File: config.mk
export PLATFORM = sky130hd
export DESIGN_NAME = taus_urng_sched
export DESIGN_NICKNAME = d
export VERILOG_FILES = /design/src/rtl/taus_sched_pkg.sv /design/src/rtl/taus_urng_sched_rr_arbiter.sv /design/src/rtl/taus_urng_sched.sv
export SDC_FILE = /design/constraint.sdc
export NUM_CORES = 1
export LEC_CHECK = 0
export CORE_MARGIN = 3
export CORE_UTILIZATION = 35
export DETAILED_ROUTE_END_ITERATION = 16
export DONT_BUFFER_PORTS = 1
export RECOVER_POWER = 100
export SYNTH_ARGS = -nofsm -noshare
export SYNTH_HDL_FRONTEND = slang
export SYNTH_SLANG_ARGS = --single-unit
File: constraint.sdc
create_clock -name clk -period 4.1 [get_ports clk]
set_clock_uncertainty 0.2 [all_clocks]
set_input_delay 0.41 -clock clk [delete_from_list [all_inputs] [get_ports clk]]
set_output_delay 0.41 -clock clk [all_outputs]
set_load 0.01 [all_outputs]
File: src/rtl/taus_sched_pkg.sv
// Shared types and constants for the Tausworthe URNG scheduler.
package taus_sched_pkg;

    localparam int unsigned URNG_W         = 64;
    localparam int unsigned DEF_NREQ       = 4;
    localparam int unsigned DEF_WARMUP_CYC = 4;
    localparam int unsigned DEF_CNT_W      = 32;

    typedef enum logic [1:0] {
        IDLE   = 2'd0,
        WARMUP = 2'd1,
        RUN    = 2'd2
    } state_t;

endpackage

File: src/rtl/taus_urng_sched_rr_arbiter.sv
// Combinational round-robin arbiter: first set request at or above ptr, wrapping.
module rr_arbiter #(
    parameter int unsigned N = 4,
    localparam int unsigned IW = (N > 1) ? $clog2(N) : 1
) (
    input  logic [N-1:0]  req,
    input  logic [IW-1:0] ptr,
    output logic [N-1:0]  gnt,
    output logic [IW-1:0] gnt_idx,
    output logic          any
);

    // ptr + off folded back into 0..N-1 (ptr is always < N, off < N)
    function automatic logic [IW-1:0] rot_idx(input logic [IW-1:0] p, input int unsigned off);
        int unsigned k;
        k = 32'(p) + off;
        if (k >= N) k = k - N;
        return IW'(k);
    endfunction

    // Scan from ptr upward; the first hit wins
    always_comb begin
        gnt     = '0;
        gnt_idx = '0;
        any     = 1'b0;
        for (int unsigned i = 0; i < N; i++) begin
            if (!any && req[rot_idx(ptr, i)]) begin
                any                  = 1'b1;
                gnt_idx              = rot_idx(ptr, i);
                gnt[rot_idx(ptr, i)] = 1'b1;
            end
        end
    end

endmodule

File: src/rtl/taus_urng_sched.sv
// Start-up sequencer and round-robin distributor for one shared 64-bit Tausworthe URNG.
module taus_urng_sched
    import taus_sched_pkg::*;
#(
    parameter int unsigned NREQ       = DEF_NREQ,
    parameter int unsigned WARMUP_CYC = DEF_WARMUP_CYC,
    parameter int unsigned CNT_W      = DEF_CNT_W
) (
    input  logic              clk,
    input  logic              rst_n,
    input  logic              start,
    input  logic              stop,
    output logic              urng_en,
    input  logic [URNG_W-1:0] urng_data,
    input  logic [NREQ-1:0]   req,
    output logic [NREQ-1:0]   rn_valid,
    output logic [URNG_W-1:0] rn_data,
    output logic              ready,
    output logic [CNT_W-1:0]  words_served
);

    localparam int unsigned PTR_W = (NREQ > 1) ? $clog2(NREQ) : 1;
    localparam int unsigned WC_W  = (WARMUP_CYC > 1) ? $clog2(WARMUP_CYC) : 1;

    state_t            state;
    state_t            state_nx;
    logic [WC_W-1:0]   wcnt;
    logic [PTR_W-1:0]  ptr;
    logic [NREQ-1:0]   gnt;
    logic [PTR_W-1:0]  gnt_idx;
    logic              any;
    logic              fire_c;
    logic              restart_c;
    logic              warm_keep_c;
    logic [PTR_W-1:0]  ptr_nx_c;

    rr_arbiter #(.N(NREQ)) u_arb (
        .req     (req),
        .ptr     (ptr),
        .gnt     (gnt),
        .gnt_idx (gnt_idx),
        .any     (any)
    );

    // State register
    always_ff @(posedge clk or negedge rst_n) begin
        if (!rst_n) state <= IDLE;
        else        state <= state_nx;
    end

    // Next-state: stop always wins, start only matters in IDLE
    always_comb begin
        state_nx = state;
        case (state)
            IDLE:    if (start && !stop) state_nx = WARMUP;
            WARMUP:  if (stop) state_nx = IDLE;
                     else if (wcnt == WC_W'(WARMUP_CYC - 1)) state_nx = RUN;
            RUN:     if (stop) state_nx = IDLE;
            default: state_nx = IDLE;
        endcase
    end

    // Per-cycle control decode; a stop in RUN cancels that cycle's grant
    always_comb begin
        fire_c      = (state == RUN) && !stop && any;
        restart_c   = (state == IDLE) && (state_nx == WARMUP);
        warm_keep_c = (state == WARMUP) && (state_nx == WARMUP);
        ptr_nx_c    = (gnt_idx == PTR_W'(NREQ - 1)) ? '0 : gnt_idx + PTR_W'(1);
    end

    // Output, pointer, warm-up and served-word registers
    always_ff @(posedge clk or negedge rst_n) begin
        if (!rst_n) begin
            urng_en      <= 1'b0;
            ready        <= 1'b0;
            rn_valid     <= '0;
            rn_data      <= '0;
            words_served <= '0;
            ptr          <= '0;
            wcnt         <= '0;
        end else begin
            urng_en  <= (state_nx != IDLE);
            ready    <= (state_nx == RUN);
            rn_valid <= fire_c ? gnt : '0;
            wcnt     <= warm_keep_c ? wcnt + WC_W'(1) : '0;
            if (fire_c) rn_data <= urng_data;
            if (restart_c) begin
                ptr          <= '0;
                words_served <= '0;
            end else if (fire_c) begin
                ptr <= ptr_nx_c;
                if (words_served != '1) words_served <= words_served + CNT_W'(1);
            end
        end
    end

endmodule
Yosys cells after proc, flatten, opt, wreduce, memory -nomap -nowiden
Cells that the tools add are included.
{"block": "classes", "bitwise": 3, "mux": 49, "n_addsub": 10, "n_eq_ne": 7, "n_lt_le_gt_ge": 16, "reduce_logical": 21}
{"cell": "2-to-1 mux 32 bit", "count": 3}
{"cell": "2-to-1 mux 2 bit", "count": 20}
{"cell": "adder 32 x 1 -> 32 bit (second input constant)", "count": 1}
{"cell": "!= test 32 bit (second input constant)", "count": 1}
{"cell": "less-than comparator 2 x 3 -> 1 bit (second input constant)", "count": 8}
{"cell": "2-to-1 mux 4 bit", "count": 5}
{"cell": "logical AND 1 bit", "count": 12}
{"cell": "2-to-1 mux 1 bit", "count": 12}
{"cell": "bitwise OR 4 bit", "count": 3}
{"cell": ">= comparator 3 bit (second input constant)", "count": 3}
{"cell": "binary-select mux 1 bit (select 2 bit)", "count": 4}
{"cell": "demux 1 bit (select 2 bit)", "count": 4}
{"cell": "equality test 2 bit (second input constant)", "count": 4}
{"cell": ">= comparator 2 x 1 -> 1 bit (second input constant)", "count": 4}
{"cell": "subtractor 2 x 1 -> 2 bit (second input constant)", "count": 4}
{"cell": "adder 2 x 2 -> 3 bit (second input constant)", "count": 2}
{"cell": "one-hot mux 2 bit (3 select lines)", "count": 1}
{"cell": "nonzero test 2 bit", "count": 3}
{"cell": "adder 2 x 1 -> 2 bit (second input constant)", "count": 2}
{"cell": "equality test 2 x 1 -> 1 bit (second input constant)", "count": 2}
{"cell": "logical NOT 1 bit", "count": 4}
{"cell": "adder 2 x 1 -> 3 bit (second input constant)", "count": 1}
{"cell": ">= comparator 2 x 3 -> 1 bit (second input constant)", "count": 1}
{"cell": "logical NOT 2 bit", "count": 1}
{"cell": "AND reduction 2 bit", "count": 1}
{"block": "totals", "out_inout_bits": 102, "ff_bits": 108, "input_bits": 72, "wordCells": 114}

Depth between registers and ports, before layout
{"block": "depth", "depth_word": 21, "depth_mapped": 10, "mapped_depth_nobuf": 7}

Hierarchy
Synthesis repeated with hierarchy kept, for this count alone.
{"block": "unflattened", "hier_cells": 554, "area_unflattened_um2": 5099.9}
{"module": "taus_urng_sched", "area_per_inst_um2": 4680.7, "n_inst": 1, "seq_area_each_um2": 2702.6, "cells_per_inst": 509}
{"module": "rr_arbiter", "area_per_inst_um2": 419.2, "n_inst": 1, "seq_area_each_um2": 0.0, "cells_per_inst": 45}

Worst setup path after synthesis
Ideal clock, no wire load.
{"block": "synth_path", "path_kind": "reg-to-reg", "startpoint": "register ptr[0]", "endpoint": "register rn_valid[0]", "period_less_slack_ps": 3099, "required_time_ps": 3818, "stages_incl_launch_ff": 10, "t_arrival_ps": 2817, "path_buffers": 3, "path_slack_ps": 1001, "setup_ps": 82, "cell_sequence": "dfrtp_1 > clkbuf_1 > clkbuf_1 > inv_1 > ha_1 > clkbuf_1 > mux4_2 > a211oi_1 > a22oi_1 > a31oi_1"}
{"block": "synth_between", "elab_chain_len": 16, "elab_cells_between_ends": 66, "cone_classes": "add/sub (7); order compare (12); mux (33); bitwise (3); reduce/logical (11)"}
{"element": "start, declared", "line_no": "taus_urng_sched.sv:28", "rtl": "logic [PTR_W-1:0] ptr;"}
{"element": "start signal, assigned", "line_no": "taus_urng_sched.sv:91", "rtl": "ptr <= ptr_nx_c;"}
{"element": "branches (longest 15 deep; another with adder 2 x 1 -> 3 bit)"}
{"element": "2-to-1 mux 4 bit (*)", "line_no": "taus_urng_sched.sv:84", "rtl": "rn_valid <= fire_c ? gnt : '0;"}
{"element": "end signal, assigned", "line_no": "taus_urng_sched.sv:84"}
{"element": "end, declared", "line_no": "taus_urng_sched.sv:16", "rtl": "output logic [NREQ-1:0] rn_valid,"}
Every way passes the cells marked *. The select of a mux whose other input is x is not followed.
A chain may end at the register's enable or synchronous reset.

Worst setup path after layout
{"block": "layout_path", "startpoint": "input req[0]", "endpoint": "register rn_data[7]"}
{"block": "layout_between", "elab_chain_len": 13, "elab_cells_between_ends": 19, "cone_classes": "mux (12); reduce/logical (7)"}
{"element": "start, declared", "line_no": "taus_urng_sched.sv:15", "rtl": "input logic [NREQ-1:0] req,"}
{"element": "binary-select mux 1 bit (select 2 bit)", "line_no": "taus_urng_sched_rr_arbiter.sv:27", "rtl": "if (!any && req[rot_idx(ptr, i)]) begin"}
{"element": "2-to-1 mux 1 bit (not written as such)", "line_no": "taus_urng_sched_rr_arbiter.sv:27"}
{"element": "2-to-1 mux 1 bit", "line_no": "taus_urng_sched_rr_arbiter.sv:27"}
{"element": "logical NOT 1 bit", "line_no": "taus_urng_sched_rr_arbiter.sv:27"}
{"element": "logical AND 1 bit", "line_no": "taus_urng_sched_rr_arbiter.sv:27"}
{"element": "2-to-1 mux 1 bit", "line_no": "taus_urng_sched_rr_arbiter.sv:27"}
{"element": "logical NOT 1 bit", "line_no": "taus_urng_sched_rr_arbiter.sv:27"}
{"element": "logical AND 1 bit", "line_no": "taus_urng_sched_rr_arbiter.sv:27"}
{"element": "2-to-1 mux 1 bit", "line_no": "taus_urng_sched_rr_arbiter.sv:27"}
{"element": "logical NOT 1 bit", "line_no": "taus_urng_sched_rr_arbiter.sv:27"}
{"element": "logical AND 1 bit", "line_no": "taus_urng_sched_rr_arbiter.sv:27"}
{"element": "2-to-1 mux 1 bit (*)", "line_no": "taus_urng_sched_rr_arbiter.sv:27"}
{"element": "logical AND 1 bit (*)", "line_no": "taus_urng_sched.sv:65", "rtl": "fire_c = (state == RUN) && !stop && any;"}
{"element": "end signal, assigned", "line_no": "taus_urng_sched.sv:86", "rtl": "if (fire_c) rn_data <= urng_data;"}
{"element": "end, declared", "line_no": "taus_urng_sched.sv:17", "rtl": "output logic [URNG_W-1:0] rn_data,"}
Every way passes the cells marked *; elsewhere a longest branch is shown, timed or not. The select of a mux whose other input is x is not followed.

==> metrics.csv <==
metric,value,unit
cts_buffers,9,
violations,"max-capacitance violations, max-slew violations",
antenna_found_initial,1,
holdWs,50.2,ps
setup_tns,0,ps
synth_top_family_by_area,simple AND/OR/NAND/NOR gates,
tightest_slew,1850,ps
clk_path_buf_depth,2,
clk_pin_slew,70,ps
crit_chain,nor4_1 -> or3_1 -> clkbuf_1 -> nand2_1 -> nand2_1,
port_buffers,0,
clkLatencyLatePin,350,ps
die-area,16300,um2
layout_common_cells,"232 x nand2_1, 108 x dfrtp_1, 66 x dlygate4sd3_1",
synth-compound-area-share,9.38,%
powerDensity,360,nW/um2
die_h,128,um
cpMaxStageDelayCell,or3_1,
grt_max_degree,109,
synth.mux.area_fraction,3.74,%
hpwlAfterDp,8810,um
n_antenna_cell,0,
critPathKind,input port to flip-flop,
yosysUniqueCellTypes,53,
max_cap_viol_count,2,
grt_usage,16.7,%
rows,43,
post_cts_buffers,0,
netlist_instances,581,
htreeDepth,3,
wl_per_cell,16.9,um
peakVddDrop,0.187,mV
yosys_warnings,0,
required,4180,ps
vias_per_cell,5.38,
finalNetCount,711,
clockRootBuffer,clkbuf_16,
drc,0,
layout_commonest_cell,nand2_1,
synth_fa_ha_area_share,2.41,%
grt_pass1_vias,4321,
drt-pass1-iter-count,4,
cts_sinks,108,
syn_area,5190,um2
syn_to_final_growth,20.6,%
core_area,14200,um2
start_kind,input port,
async_flop_share,100,%
grt_pass1_wl,22000,um
setup-violations-final,0,
syn_nets,663,
ys_dominant_reg_cell,dfrtp_1,
vias,4379,
reg2reg_slack,870,ps
gp_congestion,0.810,
synthXorXnorAreaFrac,0.338,%
fin_crit,3270,ps
synth_seq_cells,108,
dr.first_iter.drc_count,194,
report.final.slew_viol_count,75,
worst_setup_path_end_kind,flip-flop,
cp.arrival,3350,ps
route.antenna.remaining_nets,0,
syn_area_per_cell,8.93,um2
cts_tree,built,
grt_overflow,0,
pin_count,174,
drive_gt1_share,4.57,%
status,"complete, but fails checks",
rsz0062_at_grt,no,
synth-simple-area-share,29.1,%
routed_wl,13700,um
critical_path.max_fanout,55,
hold_viol,0,
rr_startpoint,words_served[14],
cpMostUsedCell,nand2_1,
clock.fmax,306,MHz
max_stage_delay,1460,ps
yosysSeqAreaShare,52.1,%
start_util,36.5,%
startpoint,req[0],
synth_edf_count,0,
hold_class,input port to flip-flop,
fin_crit_sh,79.7,%
holdCritStartpoint,stop,
power.leakage,2.93,nW
slew_headroom,-23.3,%
die_w,128,um
-- stage by stage --
step                area (um2)  instances  power (W)  utilization [%]  worst slack (ps)
finish                    6250        814    0.00225             44.0               831
global route              6250        814    0.00236             44.0               475
CTS                       6280        814    0.00228             44.2              1030
detailed placement        5310        731    0.00135             37.4              1050
global placement          5310        731    0.00134             37.4              1110
floorplan                 5190        581    0.00132                -              1000
-- repair_timing --
action / CTS / global route
hold buffers: 67 / 0
endpoints found under the hold margin: 174 / 0
setup endpoints to repair: 0 / 0
resized for setup: 0 / 0
-- cells by family (layout without fill, tap and decap cells) --
| group | after synthesis | after routing |
|---|---|---|
| compound gates | 76 | 76 |
| xor+xnor | 2 | 2 |
| fa+ha+maj | 10 | 10 |
| buf+inv | 37 | 90 |
| flops | 108 | 108 |
| mux | 18 | 18 |
| simple gates | 330 | 330 |
-- layout make-up --
| type | count | area [um2] |
|---|---|---|
| fill | 1342 | 7950 |
| clock inverter | 6 | 55.1 |
| sequential | 108 | 2700 |
| clock buffer | 10 | 229 |
| tap | 180 | 225 |
| inverter | 4 | 15.0 |
| timing repair buffer | 70 | 707 |
| multi-input combinational | 436 | 2320 |
-- power breakdown --
group,internal [W],switching (W)
registers,0.00114,0.0000947
clock network,0.000426,0.000420
logic,0.0000824,0.0000878
-- per-layer routing --
layer | up-vias | routed length, um | GRT usage, %
met4 | 2 | 473 | 8.05
met3 | 36 | 757 | 3.50
li1 | 2073 | - | -
met2 | 164 | 6880 | 27.4
met1 | 2104 | 5610 | 20.9
met5 | - | 13 | 0
-- sequential cells by signal, indices dropped and copies added, names as in the netlist --
| name | count |
|---|---|
| rn_data | 64 |
| wcnt | 2 |
| words_served | 32 |
| ptr | 2 |
| urng_en | 1 |
| state | 2 |
| rn_valid | 4 |
| ready | 1 |
-- Yosys cell counts, types with 3 or more instances --
| cell | n | share of area (%) |
|---|---|---|
| and3_1 | 8 | 0.97 |
| buf_1 | 4 | 0.29 |
| nor3_1 | 7 | 0.68 |
| and4_1 | 3 | 0.51 |
| a31oi_1 | 7 | 0.84 |
| ha_1 | 10 | 2.4 |
| mux2i_1 | 16 | 3.1 |
| o31ai_1 | 6 | 0.87 |
| a21oi_1 | 22 | 2.1 |
| nand3_1 | 11 | 1.1 |
| nand3_2 | 3 | 0.58 |
| inv_1 | 4 | 0.29 |
| a211oi_1 | 6 | 0.87 |
| nand2_1 | 232 | 17 |
| nor4_1 | 3 | 0.36 |
| o21a_1 | 3 | 0.43 |
| or4_1 | 8 | 1.2 |
| a22oi_1 | 4 | 0.58 |
| nand4_1 | 9 | 1.1 |
| nor2b_1 | 4 | 0.48 |
| or3_1 | 9 | 1.1 |
| nand2b_1 | 10 | 1.2 |
| o21ai_0 | 15 | 1.4 |
| dfrtp_1 | 108 | 52 |
| nor2_1 | 12 | 0.87 |
| clkbuf_1 | 26 | 1.9 |
-- worst paths after layout --
path,endpoint,depth (start not counted)
setup reg to reg,words_served[13],5
setup / recovery,rn_data[7],5
hold / removal,wcnt[0],3
min in group asynchronous,words_served[5],2
hold reg to reg,wcnt[0],1
max in group asynchronous,rn_data[23],2
-- worst max-delay path, delay by kind of cell --
family	cells	cell delay, ps
buffers and inverters	1	520
AND/OR/NAND/NOR	4	2400
Power figures use the tool's default switching activity.
==> variant 1, RTL diff (same settings) <==
Change the package constant `DEF_CNT_W` from 32 to 64.
--- a/src/rtl/taus_sched_pkg.sv
+++ b/src/rtl/taus_sched_pkg.sv
@@ -4,7 +4,7 @@
     localparam int unsigned URNG_W         = 64;
     localparam int unsigned DEF_NREQ       = 4;
     localparam int unsigned DEF_WARMUP_CYC = 4;
-    localparam int unsigned DEF_CNT_W      = 32;
+    localparam int unsigned DEF_CNT_W      = 64;
 
     typedef enum logic [1:0] {
         IDLE   = 2'd0,
Ports: changed (resized words_served); port bits go from 174 to 206. The function was not compared with the original's and may differ.
==> variant 1 against the original RTL <==
Synthesized cell count grew 33%; design area increased by 34%; wire length increased by 48%; highest routed layer is now met4; register-to-register slack worse by 260 ps; first-iteration DRC count rose to 2.6 times the old value; synthesized area increased by 33%; count of clock-buffer cells in the layout rose by 9; largest cell class unchanged; worst hold slack better by 160 ps; sequential cell count increased by 32; worst setup slack got worse by 230 ps; critical path depth grew 2; non-clock buffer count up 9; the flow still finishes with violations (capacitance limit, slew limit); core utilization about the same; power is 38% higher.
==> variant 1: results (changes against the original RTL) <==
Synth top cells by count nand2_1, dfrtp_1, nor2_1, a21oi_1, o21ai_0; Synth Area in Compound Gates 9.51% (+0.13 points); largest net degree at the start of global routing 141 (+29%); Arr. time, crit path 3640 ps (+290 ps); Synth Area in XOR/XNOR 2.04% (+1.7 points); Min-Delay Path Depth 5 (+2); pins over their slew limit 141 (+88%); Final Non-Filler Cells 1109 (+36%); Reg2Reg Depth 7 (+2); CTS Buf Count 17 (+8); Mapped Cells 774 (+33%); Max Cap Violations 1 (-1); vias in the first global route 5775 (+34%); Regs by FF count rn_data: 64 flops, words_served: 64 flops, rn_valid: 4 flops; Worst VDD drop 273 µV (+46%); antenna violations before repair 0 (-1); Slowest cell on crit path or4b_1; CP startpoint state[0]$_DFF_PN0_; clock-net power 1.46 mW (+73%); WL/cell 18.3 µm (+8.6%); H-tree Lvls 4 (+1); Max stage delay on crit path 880 ps (-580 ps); status complete, but fails checks; Layout Nets 918 (+29%); Synth Area in Adders 1.82% (-0.59 points); post-synthesis mux area share 2.06% (-1.7 points); hold_sp req[3]; sequential share of the synthesized area 50.9% (-1.2 points); DR vias 5960 (+36%); post-cts sizing count 0 (unchanged); placed cell areas 7160 µm² (+35%); layout cells sized above 1 6.71% (+2.1 points); Netlist cell types 54 (+1.9%); comb pwr 0.162 mW (-5%); violated checks capacitance limit, slew limit; Leak Pwr 3.76 nW (+28%); router iterations before antenna repair 5 (+1); GRT Overall Usage 19.0% (+2.3 points); met3 Use GR 5.49% (+2.0 points); synth top area cells dfrtp_1, nand2_1, or3_1; Critical Path End words_served[40]$_DFFE_PN0P_; WHS Endpoint ptr[1]$_DFFE_PN0P_; met1 Use GR 25.5% (+4.6 points); CTS Hold Bufs 68 (+1.5%); worst setup margin 606 ps (-226 ps); met2 Track Usage GR 29.7% (+2.3 points); DRT iter0 DRCs 500 (+160%); relative slew slack -31.9% (-8.5 points); Clock Latency Late Sink 420 ps (+70 ps); Placed Cells 1009 (+38%); fillers 1912 (+42%)
variant 1: cell types whose count changed after synthesis, moves of 12 or more:
| cell | delta |
|---|---|
| nor2_1 | +34 |
| dfrtp_1 | +32 |
| or3_1 | +27 |
| nand3_1 | +26 |
| o21ai_0 | +23 |
| a21oi_1 | +20 |
| nand4_1 | +15 |
| mux2i_1 | -12 |
variant 1: final cells by class:
class	instances	area, µm²	share of cell area, %
clock inverter	13	118	1.41
timing repair buffer	79	751	8.97
tap	260	325	3.89
sequential	140	3500	41.9
multi-input combinational	587	3190	38.2
clock buffer	19	433	5.17
inverter	11	41.3	0.494
variant 1: worst reg2reg max path: stages (launching register included):
cell	delay (ps)
dfrtp_1	460
or4b_1	890
o21ai_0	230
clkbuf_1	490
nand4_4	230
a21o_1	300
or4_1	480
a21oi_1	140
variant 1: per-layer routing:
layer  part of all wire (%)  routed length [µm]
met5                      0                   0
met3                    6.3                1290
met2                     48                9820
met4                    1.6                 323
met1                     44                8890
==> variant 2, RTL diff (same flow settings) <==
Without the edit above. Reset style: synchronous (`rst_n`), changed in 2 clocked blocks.
--- a/src/rtl/taus_urng_sched.sv
+++ b/src/rtl/taus_urng_sched.sv
@@ -43,7 +43,7 @@
     );
 
     // State register
-    always_ff @(posedge clk or negedge rst_n) begin
+    always_ff @(posedge clk) begin
         if (!rst_n) state <= IDLE;
         else        state <= state_nx;
     end
@@ -69,7 +69,7 @@
     end
 
     // Output, pointer, warm-up and served-word registers
-    always_ff @(posedge clk or negedge rst_n) begin
+    always_ff @(posedge clk) begin
         if (!rst_n) begin
             urng_en      <= 1'b0;
             ready        <= 1'b0;
Check against the original RTL: differs if rst_n is asserted again (counterexample within 4 cycles, from zero or initial values and one cycle with rst_n low); with rst_n held inactive, the same outputs for 4 cycles.
==> variant 2 against the original RTL <==
Design area fell by 11%; synthesized area fell by 7.9%; sequential share of layout area fell by 4.2 points; wire length fell by 12%; register-to-register slack got worse by 300 ps; fmax fell by 7.5%; global-route usage fell by 1.2 points; sequential cell count did not move; cell count fell by 6.0%; worst setup slack got worse by 260 ps; critical endpoint is now ptr[1]$_SDFFE_PP0P_.
Power is not compared: it rests on default switching activity, and its combinational part moved more than twofold at a synthesized area within 25%.
==> variant 2: results (changes against the original RTL) <==
met2 Track Usage GR 25.5% (-1.9 points); Final Non-Filler Cells 765 (-6.0%); Layout Nets 666 (-6.3%); sequential share of the synthesized area 45.3% (-6.8 points); Slowest cell on crit path dfxtp_1; placed cell areas 4900 µm² (-7.7%); post-cts sizing count 0 (unchanged); DRT iter0 DRCs 188 (-3.1%); pre-CTS setup slack 664 ps (-383 ps); syn_nets 652 (-1.7%); worst slew pin tran 988 ps (-862 ps); Critical Path Fanout Max 15 (-73%); CTS Buf Count 9 (unchanged); met1 Use GR 17.8% (-3.1 points); FFs w/ async S/R, synth 0% (-100 points); Netlist cell types 52 (-1.9%); YS warnings 0 (unchanged); status complete, no violations; WL/cell 15.8 µm (-6.1%); Hold Path Class in -> reg; met3 Use GR 6.22% (+2.7 points); CTS Hold Bufs 34 (-49%); GP Congestion 0.816 (+0.72%); synth top area cells dfxtp_1, nand2_1, a21boi_0; H-tree Lvls 3 (unchanged); Max stage delay on crit path 670 ps (-790 ps); Synth top cells by count nand2_1, dfxtp_1, a21boi_0, nor2_1, clkbuf_1; DR vias 3961 (-9.5%); first-pass GRT wire length 18600 µm (-16%); layout cells sized above 1 5.09% (+0.52 points); Placed Cells 715 (-2.2%); syn_area_per_cell 8.38 µm² (-6.2%); dpl hpwl 8400 µm (-4.6%); Arr. time, crit path 3510 ps (+160 ps); GRT Overall Usage 15.5% (-1.2 points); Diodes inserted 0 (unchanged); antenna violations before repair 0 (-1); vias in the first global route 3875 (-10%); Worst-path clk slew 70 ps (about the same); largest net degree at the start of global routing 68 (-38%); router iterations before antenna repair 4 (unchanged)
[variant 2: cell types whose count changed in the layout (fill, tap and decap cells not counted), sizes merged, moves of 32 or more]
cell | unedited run | this run
a21boi | 0 | 64
dfrtp | 108 | 0
dfxtp | 0 | 108
dlygate4sd3 | 66 | 34
nand2 | 232 | 150
nor2 | 12 | 45
[variant 2: layout make-up]
cell class	count	area, µm²
fill	1320	7760
multi-input combinational	421	2440
sequential	108	2160
timing repair buffer	38	364
clock buffer	13	280
tap	176	220
clock inverter	3	42.5
inverter	6	22.5
[variant 2: path summary, 6_finish.rpt]
kind	startpoint	to	slack, ps	cells after the start
max	ptr[0]$_SDFFE_PP0P_	ptr[1]$_SDFFE_PP0P_	570	8
min	urng_data[35]	rn_data[35]$_SDFFE_PN0P_	10	2
max reg2reg	ptr[0]$_SDFFE_PP0P_	ptr[1]$_SDFFE_PP0P_	570	8
min reg2reg	wcnt[0]$_SDFF_PN0_	wcnt[0]$_SDFF_PN0_	220	1
[variant 2: per-layer routing]
layer / vias to the layer above / wire length [µm]
met1: 1851 / 4950
met2: 127 / 5750
met4: 0 / 254
li1: 1969 / -
met3: 14 / 1170
met5: - / 0
[variant 2: cell families after synthesis]
group / count (synthesis) / share of synthesized area, %
muxes: 5 / 1.83
xor gates and xnor gates: 23 / 4.22
and+or+nand+nor: 277 / 26.7
DFF: 108 / 45.3
adders and majority gates: 10 / 2.62
AOI/OAI and AO/OA: 106 / 15.9
buffers and inverters: 41 / 3.41
[variant 2: power breakdown]
part	switching, mW	internal [mW]	leakage (nW)	total (mW)
clock	0.382	0.540	0.158	0.922
combinational	0.0232	0.0389	0.743	0.0621
sequential	0.00138	1.05	0.870	1.05
[variant 2: worst max-delay path, delay by kind of cell (launching register included)]
family | cells | cell delay, ps
adder cells (fa/ha/maj) | 1 | 530
AO/OA/AOI/OAI | 2 | 320
buffers and inverters | 1 | 290
multiplexers | 2 | 730
flip-flops | 1 | 670
AND/OR/NAND/NOR | 2 | 640
